$ cat src/rtl/led_matrix_ayla_lin.sv
// 8x8 single-colour LED matrix core: pixel-write frame buffer plus registered row scan.
// Define LED_MATRIX_BLANK_EN to blank both outputs for the first BLANK_CYCLES of each row.
module led_matrix_ayla_lin #(
   parameter int unsigned SCAN_DIV_W   = 8,
   parameter int unsigned BLANK_CYCLES = 2
) (
   input  logic       clk,
   input  logic       rst,
   input  logic       ena,
   input  logic [7:0] ui_in,
   input  logic [7:0] uio_in,
   output logic [7:0] uo_out,
   output logic [7:0] uio_out,
   output logic [7:0] uio_oe
);

   // fb_q[r][c]: row r, column c
   logic [7:0][7:0]       fb_q, fb_d;
   logic [SCAN_DIV_W-1:0] cnt_q, cnt_d;
   logic [2:0]            row_q, row_d;
   logic [7:0]            uo_q, uo_d;
   logic [7:0]            uio_q, uio_d;

   logic                  wr_en;
   logic                  wr_val;
   logic [2:0]            wr_row;
   logic [2:0]            wr_col;
   logic                  cnt_last;
   logic                  blank;
   logic                  unused_uio;

   assign wr_en    = ui_in[7];
   assign wr_val   = ui_in[6];
   assign wr_row   = ui_in[5:3];
   assign wr_col   = ui_in[2:0];
   assign cnt_last = &cnt_q;

   assign unused_uio = ^uio_in;

`ifdef LED_MATRIX_BLANK_EN
   localparam logic [SCAN_DIV_W-1:0] BLANK_LIM = SCAN_DIV_W'(BLANK_CYCLES);
   assign blank = (cnt_q < BLANK_LIM);
`else
   logic unused_blank_cfg;
   assign unused_blank_cfg = ^(32'(BLANK_CYCLES));
   assign blank = 1'b0;
`endif

   always_comb begin
      fb_d  = fb_q;
      cnt_d = cnt_q;
      row_d = row_q;
      uo_d  = '0;
      uio_d = '0;
      if (ena) begin
         if (wr_en) begin
            fb_d[wr_row][wr_col] = wr_val;
         end
         cnt_d = cnt_q + SCAN_DIV_W'(1);
         if (cnt_last) begin
            row_d = row_q + 3'd1;
         end
         // outputs follow the pre-edge row and frame buffer
         if (!blank) begin
            uio_d = 8'b1 << row_q;
            uo_d  = fb_q[row_q];
         end
      end
   end

   always_ff @(posedge clk) begin
      if (rst) begin
         fb_q  <= '0;
         cnt_q <= '0;
         row_q <= '0;
         uo_q  <= '0;
         uio_q <= '0;
      end else begin
         fb_q  <= fb_d;
         cnt_q <= cnt_d;
         row_q <= row_d;
         uo_q  <= uo_d;
         uio_q <= uio_d;
      end
   end

   assign uo_out  = uo_q;
   assign uio_out = uio_q;
   assign uio_oe  = '1;

endmodule

$ cat config.mk
export PLATFORM = sky130hd
export DESIGN_NAME = led_matrix_ayla_lin
export DESIGN_NICKNAME = d
export VERILOG_FILES = /design/src/rtl/led_matrix_ayla_lin.sv
export SDC_FILE = /design/constraint.sdc
export NUM_CORES = 1
export LEC_CHECK = 0
export CAP_MARGIN = 20
export CORE_UTILIZATION = 52
export CTS_CLUSTER_SIZE = 12
export DETAILED_ROUTE_END_ITERATION = 12
export PLACE_DENSITY = 0.8
export SETUP_SLACK_MARGIN = 0.15
export SLEW_MARGIN = 20
export SYNTH_ARGS = -nofsm -noshare
export SYNTH_HDL_FRONTEND = slang
export SYNTH_SLANG_ARGS = --single-unit
$ cat constraint.sdc
create_clock -name clk -period 2.1 [get_ports clk]
set_clock_uncertainty 0.1 [all_clocks]
set_input_delay 0.21 -clock clk [delete_from_list [all_inputs] [get_ports clk]]
set_output_delay 0.21 -clock clk [all_outputs]
set_load 0.01 [all_outputs]
## Word-level counts from Yosys, hierarchy flattened

Index checks and enable logic that the tools add are counted.

- Add/subtract/negate cells: 2
- $lt $le $gt $ge: 5
- Shift-type cells: 1
- Muxes and demuxes: 7
- Bitwise operators: 1
- Reduce and logical (&&, ||, !) cells: 5

Operators by type and width:

| cell | count |
|---|---|
| 64-bit bitwise mux | 1 |
| 8-bit binary-select mux with 3-bit select | 1 |
| 8-bit demux with 3-bit select | 1 |
| 8-bit two-way mux | 2 |
| 3-bit by 4-bit < comparator with 1-bit output, second input constant | 3 |
| 9-bit AND reduction | 1 |
| 8-bit by 1-bit adder with 8-bit output, second input constant | 1 |
| 1-bit by 3-bit << shifter with 8-bit output, first input constant | 1 |
| 3-bit by 1-bit greater-or-equal comparator with 1-bit output, second input constant | 2 |
| 3-bit by 1-bit adder with 3-bit output, second input constant | 1 |
| 1-bit demux with 3-bit select | 1 |
| 1-bit logical AND | 2 |
| 2-bit AND reduction | 1 |
| 2-bit OR reduction | 1 |
| 1-bit two-way mux | 1 |
| 1-bit inverter | 1 |

- Register bits: 91
- Bits of input ports: 19

## Logic depth before layout (Yosys ltp)

Gate-level depths: netlist of run 1.

- Depth after elaboration: 7
- Depth in mapped cells: 6

## Least setup slack after synthesis of run 1

Ideal clock, no wire load.

- Path type: reg-to-reg
- Start: register row_q[0]
- End: register uo_q[5], in the netlist uo_out[5]
- Library setup time: 0.117 ns
- Data arrival time: 1.317 ns
- Required time: 1.883 ns
- Path slack: 0.567 ns
- Cell stages (with the launch flop): 5
- Path buffers: 2
- Path through: dfxtp_1 buf_6 buf_6 mux4_2 a22o_1

- Longest elaborated chain between the ends: 2

RTL lines:

| item | RTL line | RTL |
|---|---|---|
| from (decl) | 20 | `logic [2:0] row_q, row_d;` |
| from (signal assigned) | 81 | `row_q <= row_d;` |
| 8-bit binary-select mux with 3-bit select | 66 | `uo_d = fb_q[row_q];` |
| 8-bit two-way mux (not written as such) | 66 |  |
| to (signal assigned) | 82 | `uo_q <= uo_d;` |
| to (decl) | 21 | `logic [7:0] uo_q, uo_d;` |

No other way between the ends. The select of a mux whose other input is x is not followed.
A chain may end at the register's enable or synchronous reset.

## Worst setup path after layout of run 1

- Start: register row_q[0]
- End: register uo_q[7], in the netlist uo_out[7]

Same word-level chain as after synthesis.

==> results of run 1 <==
final cells by class:
| cell class | count | area [um2] | area share, % |
|---|---|---|---|
| Clock inverter | 5 | 61.3 | 1.24 |
| Multi-Input combinational cell | 291 | 2330 | 47.0 |
| Inverter | 3 | 11.3 | 0.228 |
| Sequential cell | 91 | 1820 | 36.8 |
| Timing Repair Buffer | 46 | 443 | 8.95 |
| Tap cell | 105 | 131 | 2.66 |
| Clock buffer | 11 | 151 | 3.06 |
layer usage:
| layer | routed length (um) | GRT usage (%) | up-vias |
|---|---|---|---|
| met1 | 3850 | 26.5 | 1505 |
| met3 | 433 | 4.45 | 9 |
| li1 | - | - | 1501 |
| met2 | 4400 | 37.5 | 87 |
| met4 | 102 | 7.95 | 0 |
| met5 | 0 | 0 | - |
critical path: cells and delay by family, from the launching register on:
kind	cells	cell delay, ns
AOI/OAI and AO/OA	1	0.26
buffers and inverters	1	0.27
DFF	1	0.35
muxes	1	0.54
final timing paths:
kind	from	slack, ns	to	cells past startpoint
max reg2reg	row_q[0]	0.45	uo_out[7]	3
min	rst	0.05	cnt_q[7]	2
min reg2reg	fb_q[26]	0.38	fb_q[26]	2
max	row_q[0]	0.45	uo_out[7]	3
power breakdown:
part           switching, mW  total, mW  internal, mW
sequential           0.00722       1.74          1.73
combinational          0.127      0.209        0.0828
clock                  0.634       1.25         0.617
flip-flops by register name, indices dropped and copies added (netlist names):
| name | cells |
|---|---|
| uio_out | 8 |
| cnt_q | 8 |
| row_q | 3 |
| uo_out | 8 |
| fb_q | 64 |
cell families after synthesis:
family	count (synthesis)	share of synthesized area, %
AND/OR/NAND/NOR	175	23.8
flip-flops	91	41.2
multiplexers	83	23.4
buffers and inverters	56	6.82
AO/OA/AOI/OAI	16	2.55
adder cells (fa/ha/maj)	5	1.42
XOR/XNOR	4	0.793
other	1	0.0849
layout by cell type, fill, tap and decap left out, types with 3 or more instances in the layout:
cell type | netlist | final
nand2_1 | 3 | 3
and3b_1 | 6 | 6
nor2_1 | 7 | 7
and2_1 | 9 | 9
buf_4 | 14 | 17
clkbuf_8 | 0 | 11
nand2b_1 | 67 | 66
clkinvlp_4 | 0 | 3
ha_1 | 5 | 5
nor3b_2 | 4 | 4
clkdlybuf4s50_1 | 0 | 25
buf_12 | 0 | 3
a22o_1 | 8 | 8
nand3_1 | 66 | 66
inv_1 | 3 | 3
dfxtp_1 | 91 | 91
conb_1 | 1 | 8
mux2i_1 | 66 | 66
mux4_2 | 16 | 16
xor2_1 | 3 | 3
a21oi_1 | 4 | 4
o21ai_0 | 3 | 3
==> flow_metrics.tcl, run 1 <==
set metrics [dict create \
    dpl.cell_count 536 \
    slowest_delay_ns 0.54 \
    power.density_nw_per_um2 647 \
    drc 0 \
    drt-pass1-iter-count 4 \
    area_delta_synth_final_pct 11.9 \
    maxSlewViolCount 0 \
    holdBufCountCts 0 \
    crit_type "flop to flop" \
    syn_avg_cell_area_um2 10.3 \
    drt-total-wl_mm 8.78 \
    synth_area_leaders "dfxtp_1 41%, mux2i_1 15%, nand2b_1 9.5%" \
    status "complete, no violations" \
    rsz0062_at_grt "false" \
    cp_data_required_time_ns 2.25 \
    fill_cells 697 \
    die_w_um 94.2 \
    drive_gt1_share_pct 14.3 \
    path_clk_slew_ns 0.09 \
    clock-sinks 91 \
    num_rows 33 \
    final_cells 552 \
    vias_per_cell 5.62 \
    synth_area_um2 4420 \
    grt_use_total_pct 21.7 \
    ys_async_sr_fraction_pct 0 \
    fin_ws_ns 0.446 \
    synth_seq_area_share_pct 41.2 \
    ys_seq_elements 91 \
    post_drt_wl_per_cell_um 15.9 \
    worst_pin_slew_ns 0.518 \
    drtIter0Drc 169 \
    antenna_cells 0 \
    cts.repair.resized 0 \
    nNetsFinal 466 \
    arrival_ns 1.80 \
    final.setup.tns_ns 0 \
    grt_max_degree 69 \
    ys_types 35 \
    ios 43 \
    path_cells "buf_4, mux4_2, a22o_1" \
    cts-root-buf "clkbuf_8" \
    post_cts_buffers 0 \
    worst_setup_path_end_kind "flop" \
    fmax_ghz 0.604 \
    yosysMostFrequentCell "dfxtp_1" \
    die_h_um 94.2 \
    netlist_top_cells_count "91 x dfxtp_1, 67 x nand2b_1, 66 x mux2i_1, 66 x nand3_1, 18 x clkbuf_1" \
    hp-class "input port to flop" \
    antenna_found_initial 0 \
    core_area_um2 8220 \
    via_count 3102 \
    maxCapViolCount 0 \
    place.port_buffers 26 \
    fin_crit_ns 1.65 \
    dp_hpwl_mm 5.21 \
    start_kind "flop" \
    timing.hold.ws_ns 0.0546 \
    syn_inst 431 \
    synth_top_area_share_pct 41.2 \
    clk_latency_ns 0.37 \
    fin_total_pwr_mw 3.20 \
    final_core_util_pct 60.2 \
    hold_violations 0 \
    die-area_um2 8870 \
    final_antenna_net_count 0 \
    p_leak_nw 2.10 \
    cts_buffers 9 \
    place.gp.congestion 0.753 \
    ys_warn_count 0 \
    stdcell_area_um2 4950 \
    synthFlopType "dfxtp_1" \
    start_util_pct 53.8 \
    irDropWorstVdd_mv 0.395 \
    cts_buffer_depth 2 \
    crit_slowest_cell "mux4_2" \
    cts_tree "yes" \
    cp_max_fo 13 \
    grt_overflow 0 \
    grt_pass1_wl_mm 14.6 \
    h-tree-depth 3 \
    postPlaceCellArea_um2 4730 \
    synth_edf_count 0 \
    yosys.area.top_type "dfxtp_1" \
    slew_headroom_pct 65.5 \
    finalSetupViolations 0 \
    pre_cts_ws_ns 0.209 \
    period_share_pct 78.8 \
    grt_pass1_vias 2976 \
]
Note: power is estimated with default switching activity, not from simulation.
==> inputs of run 2 (changes only) <==
Settings changed: CORE_UTILIZATION 52 to 51, PLACE_DENSITY 0.8 to 0.81.
Clock period 2.1 ns to 1.4 ns, I/O delays scaled along.
==> run 2 against run 1 <==
  * The flow now finishes with violations (negative setup slack)
  * Hold slack improved by 0.033 ns
  * Total power rose by 47%
  * Sequential cell count did not move
  * Global-route usage rose by 1.8 points
  * Non-clock buffer count rose by 23
  * Clock power rose by 41%
  * Critical path type unchanged
==> flow_metrics.tcl, run 2 (same netlist as run 1, synthesis figures left out) <==
set metrics [dict create \
    dp_hpwl_mm 5.88 \
    h-tree-depth 3 \
    min_delay_path_depth 3 \
    dpl.cell_count 547 \
    fin_ws_ns -0.101 \
    p_sw_mw 1.11 \
    p_leak_nw 2.38 \
    start_util_pct 53.2 \
    clock-sinks 91 \
    hold_violations 0 \
    hp-class "input port to flop" \
    swShare_pct 23.6 \
    final_common_cell "dfxtp_1" \
    clk_latency_ns 0.37 \
    post_drt_wl_per_cell_um 17.2 \
    comb_power_share_pct 7.3 \
    cts_buffers 9 \
    postPlaceCellArea_um2 4930 \
    final_antenna_net_count 0 \
    cp_data_required_time_ns 1.56 \
    drt-total-wl_mm 9.87 \
    fill_cells 622 \
    rsz0062_at_grt "true" \
    p_clk_share_pct 37.3 \
    regMostFlops "fb_q" \
    core_area_um2 8300 \
    regArea_um2 1850 \
    maxSlewViolCount 0 \
    period_share_pct 107 \
    die_w_um 95.1 \
    drtIter0Drc 235 \
    fmax_ghz 0.666 \
    drc 0 \
    power.density_nw_per_um2 882 \
    grt_use_total_pct 23.5 \
    worst_setup_path_end_kind "flop" \
    grt_pass1_wl_mm 16.1 \
    grt_pass1_vias 3243 \
    start_kind "flop" \
    arrival_ns 1.66 \
    crit_type "flop to flop" \
    rrSetupSlack_ns -0.10 \
    largest_reg_flops 64 \
    drt-pass1-iter-count 5 \
    r2r_cells 3 \
    grt_max_degree 53 \
    via_count 3307 \
    cts_buffer_depth 2 \
    fin_crit_ns 1.50 \
    status "finished, violations left" \
    grt_overflow 0 \
    area_delta_synth_final_pct 20.9 \
    place.port_buffers 26 \
    die-area_um2 9040 \
    multi_input_area_um2 2430 \
    p_int_mw 3.60 \
    die_h_um 95.1 \
    place.gp.congestion 0.735 \
    fin_total_pwr_mw 4.71 \
    seqPwrFrac_pct 55.4 \
    final_cell_mix "82 x dfxtp_1, 66 x nand2b_1, 66 x mux2i_1" \
    final_cells 574 \
    vias_per_cell 5.76 \
    ios 43 \
    cts_tree "yes" \
    finalSetupViolations 9 \
    violations "negative setup slack" \
    maxCapViolCount 0 \
    num_rows 33 \
    drive_gt1_share_pct 23.9 \
    cp_max_fo 8 \
    nNetsFinal 489 \
    antenna_found_initial 0 \
    irDropWorstVdd_mv 0.376 \
    path_clk_slew_ns 0.09 \
    stdcell_area_um2 5340 \
    antenna_cells 0 \
    cts-root-buf "clkbuf_8" \
]
## run 2: cell count changes in the layout (fill, tap and decap cells not counted), sizes merged
cell / before / now
clkinvlp: 3 / 0
dlymetal6s2s: 0 / 2
clkinv: 1 / 2
clkbuf: 11 / 12
clkdlybuf4s15: 0 / 1
buf: 21 / 44
dlygate4sd2: 0 / 19
clkdlybuf4s50: 25 / 3
## run 2: through the flow
step	worst slack (ns)	utilization [%]	hold WS, ns	TNS, ns
2_1_floorplan	-0.0939	-	0.296	-0.0939
3_3_place_gp	-0.347	59.4	0.357	-21.40
3_5_place_dp	-0.411	59.4	0.367	-25.03
4_1_cts	-0.0872	63.4	0.0831	-0.521
5_1_grt	-0.118	64.4	0.0905	-1.03
6_report	-0.101	64.4	0.0878	-0.637
## run 2: layout make-up
| type | instances | area share (%) |
|---|---|---|
| inverter | 3 | 0.305 |
| sequential | 91 | 34.6 |
| clock buffer | 12 | 2.72 |
| multi-input combinational | 291 | 45.5 |
| tap | 105 | 2.46 |
| timing repair buffer | 69 | 13.7 |
| clock inverter | 3 | 0.750 |
## run 2: critical path, cell delays in order, from the launching register on
cell and delay (ns):
dfxtp_4 0.40, buf_12 0.15, mux4_2 0.51, a22o_1 0.22
## run 2: worst paths after layout
path | from | endpoint
worst min-delay path | rst | fb_q[22]
worst max register to register | row_q[0] | uo_out[7]
worst max-delay path | row_q[0] | uo_out[7]
worst min register to register | fb_q[22] | fb_q[22]
## run 2: power by group through the flow
stage | Clock (mW) | Sequential [mW] | Combinational (mW)
after global routing | 1.88 | 2.61 | 0.369
after detailed placement | 0 | 2.67 | 0.337
after global placement | 0 | 2.67 | 0.334
after CTS | 1.76 | 2.61 | 0.335
final | 1.76 | 2.61 | 0.344
after floorplan | 0 | 2.67 | 0.233
## run 2: repair_timing
item | in CTS | in global routing
resized for setup | 42 | 18
hold buffers | 0 | 0
setup buffers | 8 | 3
gates cloned | 1 | 0
endpoints found under the setup margin | 98 | 23
pin swaps | 4 | 11
## run 2: per-layer routing
metal / vias up / wire (um) / global-route usage, %
li1: 1541 / - / -
met1: 1643 / 4370 / 30.2
met2: 105 / 4850 / 38.8
met3: 18 / 442 / 3.11
met4: 0 / 204 / 11.5
met5: - / 0 / 0
==> inputs of run 3 (changes only) <==
Settings changed: PLACE_DENSITY 0.81 to 0.86.
==> run 3 against run 2 <==
  * The run still ends with negative setup slack left
  * Hold slack improved by 0.11 ns
  * Core utilization rose by 2.2 points
  * Global-route usage rose by 0.94 points
  * Critical path type unchanged
  * Design area rose by 3.5%
  * Non-clock buffer count rose by 10
  * Sequential cell count did not move
  * Critical endpoint unchanged
  * Clock-buffer cell count did not move
==> flow_metrics.tcl, run 3 (same netlist as run 1, synthesis figures left out) <==
set metrics [dict create \
    largest_reg_flops 64 \
    cpLargestDelayFamily "multiplexers" \
    worstHoldStart "rst" \
    h-tree-depth 3 \
    drt-total-wl_mm 11.2 \
    path_cells "buf_12, mux4_2, a22o_1" \
    maxSlewViolCount 0 \
    stdcell_area_um2 5530 \
    path_buf_inv 1 \
    cts_buffer_depth 2 \
    cts_tree "yes" \
    cp_max_fo 7 \
    p_clk_share_pct 40.2 \
    fin_crit_ns 1.51 \
    dp_hpwl_mm 5.90 \
    fill_cells 568 \
    grt_overflow 0 \
    clk_latency_ns 0.36 \
    hold_violations 0 \
    maxCapViolCount 0 \
    fin_ws_ns -0.107 \
    place.port_buffers 26 \
    drc 0 \
    core_area_um2 8300 \
    path_clk_slew_ns 0.10 \
    p_int_mw 3.86 \
    final_antenna_net_count 0 \
    regMostFlops "fb_q" \
    ios 43 \
    arrival_ns 1.66 \
    post_drt_wl_per_cell_um 19.1 \
    p_leak_nw 2.47 \
    start_kind "flop" \
    swShare_pct 22.9 \
    status "finished, violations left" \
    hold_end "cnt_q[0]" \
    crit_type "flop to flop" \
    grt_max_degree 35 \
    r2r_cells 3 \
    cp.depth 3 \
    drive_gt1_share_pct 27.5 \
    period_share_pct 108 \
    rsz0062_at_grt "true" \
    cts_buffers 9 \
    via_count 3473 \
    r2r_start "row_q[0]" \
    cp_data_required_time_ns 1.55 \
    min_delay_path_depth 3 \
    antenna_found_initial 0 \
    grt_use_total_pct 24.4 \
    num_rows 33 \
    die_w_um 95.1 \
    area_delta_synth_final_pct 25.1 \
    grt_pass1_vias 3346 \
    finalSetupViolations 9 \
    violations "negative setup slack" \
    vias_per_cell 5.94 \
    drt-pass1-iter-count 5 \
    nNetsFinal 499 \
    final_core_util_pct 66.6 \
    clock-sinks 91 \
    seqPwrFrac_pct 52.0 \
    antenna_cells 0 \
    worst_setup_path_end_kind "flop" \
    rrSetupSlack_ns -0.11 \
    cts-root-buf "clkbuf_8" \
    die_h_um 95.1 \
    p_sw_mw 1.15 \
    comb_power_share_pct 7.8 \
    start_util_pct 53.2 \
    hp-class "input port to flop" \
    slowest_delay_ns 0.50 \
    place.gp.congestion 0.737 \
    grt_pass1_wl_mm 16.7 \
    crit_slowest_cell "mux4_2" \
    fmax_ghz 0.664 \
    final_cell_mix "82 x dfxtp_1, 66 x nand2b_1, 66 x mux2i_1" \
    power.density_nw_per_um2 906 \
    timing.rr.end "uo_out[7]" \
    irDropWorstVdd_mv 0.415 \
    drtIter0Drc 243 \
    final_common_cell "dfxtp_1" \
    postPlaceCellArea_um2 4980 \
    die-area_um2 9040 \
]
==> run 3: cell count changes in the layout (fill, tap and decap cells not counted), moves of 2 or more <==
cell            before  now
buf_4               28   34
inv_4                0    2
a21oi_2              2    4
buf_6                2    7
nand2_2              0    2
and2_4               5    3
a21oi_1              2    0
and2_1               4    6
and3_1               2    0
dlymetal6s2s_1       2    4
nand2_1              3    1
==> run 3: worst register-to-register path: cells and delay by family, from the launching register on <==
kind / cells / cell delay (ns)
AOI/OAI and AO/OA: 1 / 0.24
DFF: 1 / 0.41
muxes: 1 / 0.50
buffers and inverters: 1 / 0.15
==> run 3: worst max path at each step <==
stage | from | to | slack, ns
2_1_floorplan | row_q[0] | uo_out[5] | -0.09
3_3_place_gp | ena | row_q[2] | -0.36
3_5_place_dp | ena | row_q[2] | -0.40
4_1_cts | row_q[0] | uo_out[7] | -0.09
5_1_grt | row_q[0] | uo_out[7] | -0.13
6_report | row_q[0] | uo_out[7] | -0.11
==> run 3: power by group through the flow <==
| stage | combinational [mW] | sequential [mW] | clock [mW] |
|---|---|---|---|
| 3_3_place_gp | 0.334 | 2.67 | 0 |
| 3_5_place_dp | 0.340 | 2.67 | 0 |
| 4_1_cts | 0.349 | 2.61 | 2.03 |
| 5_1_grt | 0.406 | 2.61 | 2.14 |
| 6_report | 0.389 | 2.61 | 2.01 |
| 2_1_floorplan | 0.233 | 2.67 | 0 |
==> run 3: layout make-up <==
class                   instances  area (um2)  area share [%]
clock buffers                  12         155            2.81
clock inverters                 4        72.6            1.31
repair buffers                 79         826            14.9
flip-flops and latches         91        1850            33.4
well taps                     105         131            2.38
inverters                       3        16.3           0.294
multi-input cells             291        2480            44.9
==> run 3: metrics by stage <==
stage / instances / setup slack [ns] / TNS, ns / total power [mW] / hold WS, ns
final: 585 / -0.107 / -0.704 / 5.01 / 0.200
after global routing: 585 / -0.131 / -0.954 / 5.16 / 0.198
after CTS: 577 / -0.0921 / -0.570 / 4.98 / 0.339
after detailed placement: 551 / -0.402 / -23.72 / 3.01 / 0.367
after global placement: 551 / -0.359 / -20.11 / 3.00 / 0.357
after floorplan: 438 / -0.0939 / -0.0939 / 2.90 / 0.296
==> run 3: routing by layer <==
layer | GRT usage [%] | vias up | part of all wire (%)
li1 | - | 1568 | -
met1 | 29.5 | 1690 | 40
met2 | 40.6 | 173 | 49
met3 | 4.94 | 42 | 6.3
met4 | 13.5 | 0 | 3.8
met5 | 0 | - | 0
==> run 3: timing repair <==
action | CTS | global route
resized for setup | 45 | 35
setup buffers | 9 | 7
pin swaps | 12 | 9
endpoints found under the setup margin | 98 | 27
hold buffers | 0 | 0
cloned | 1 | 1
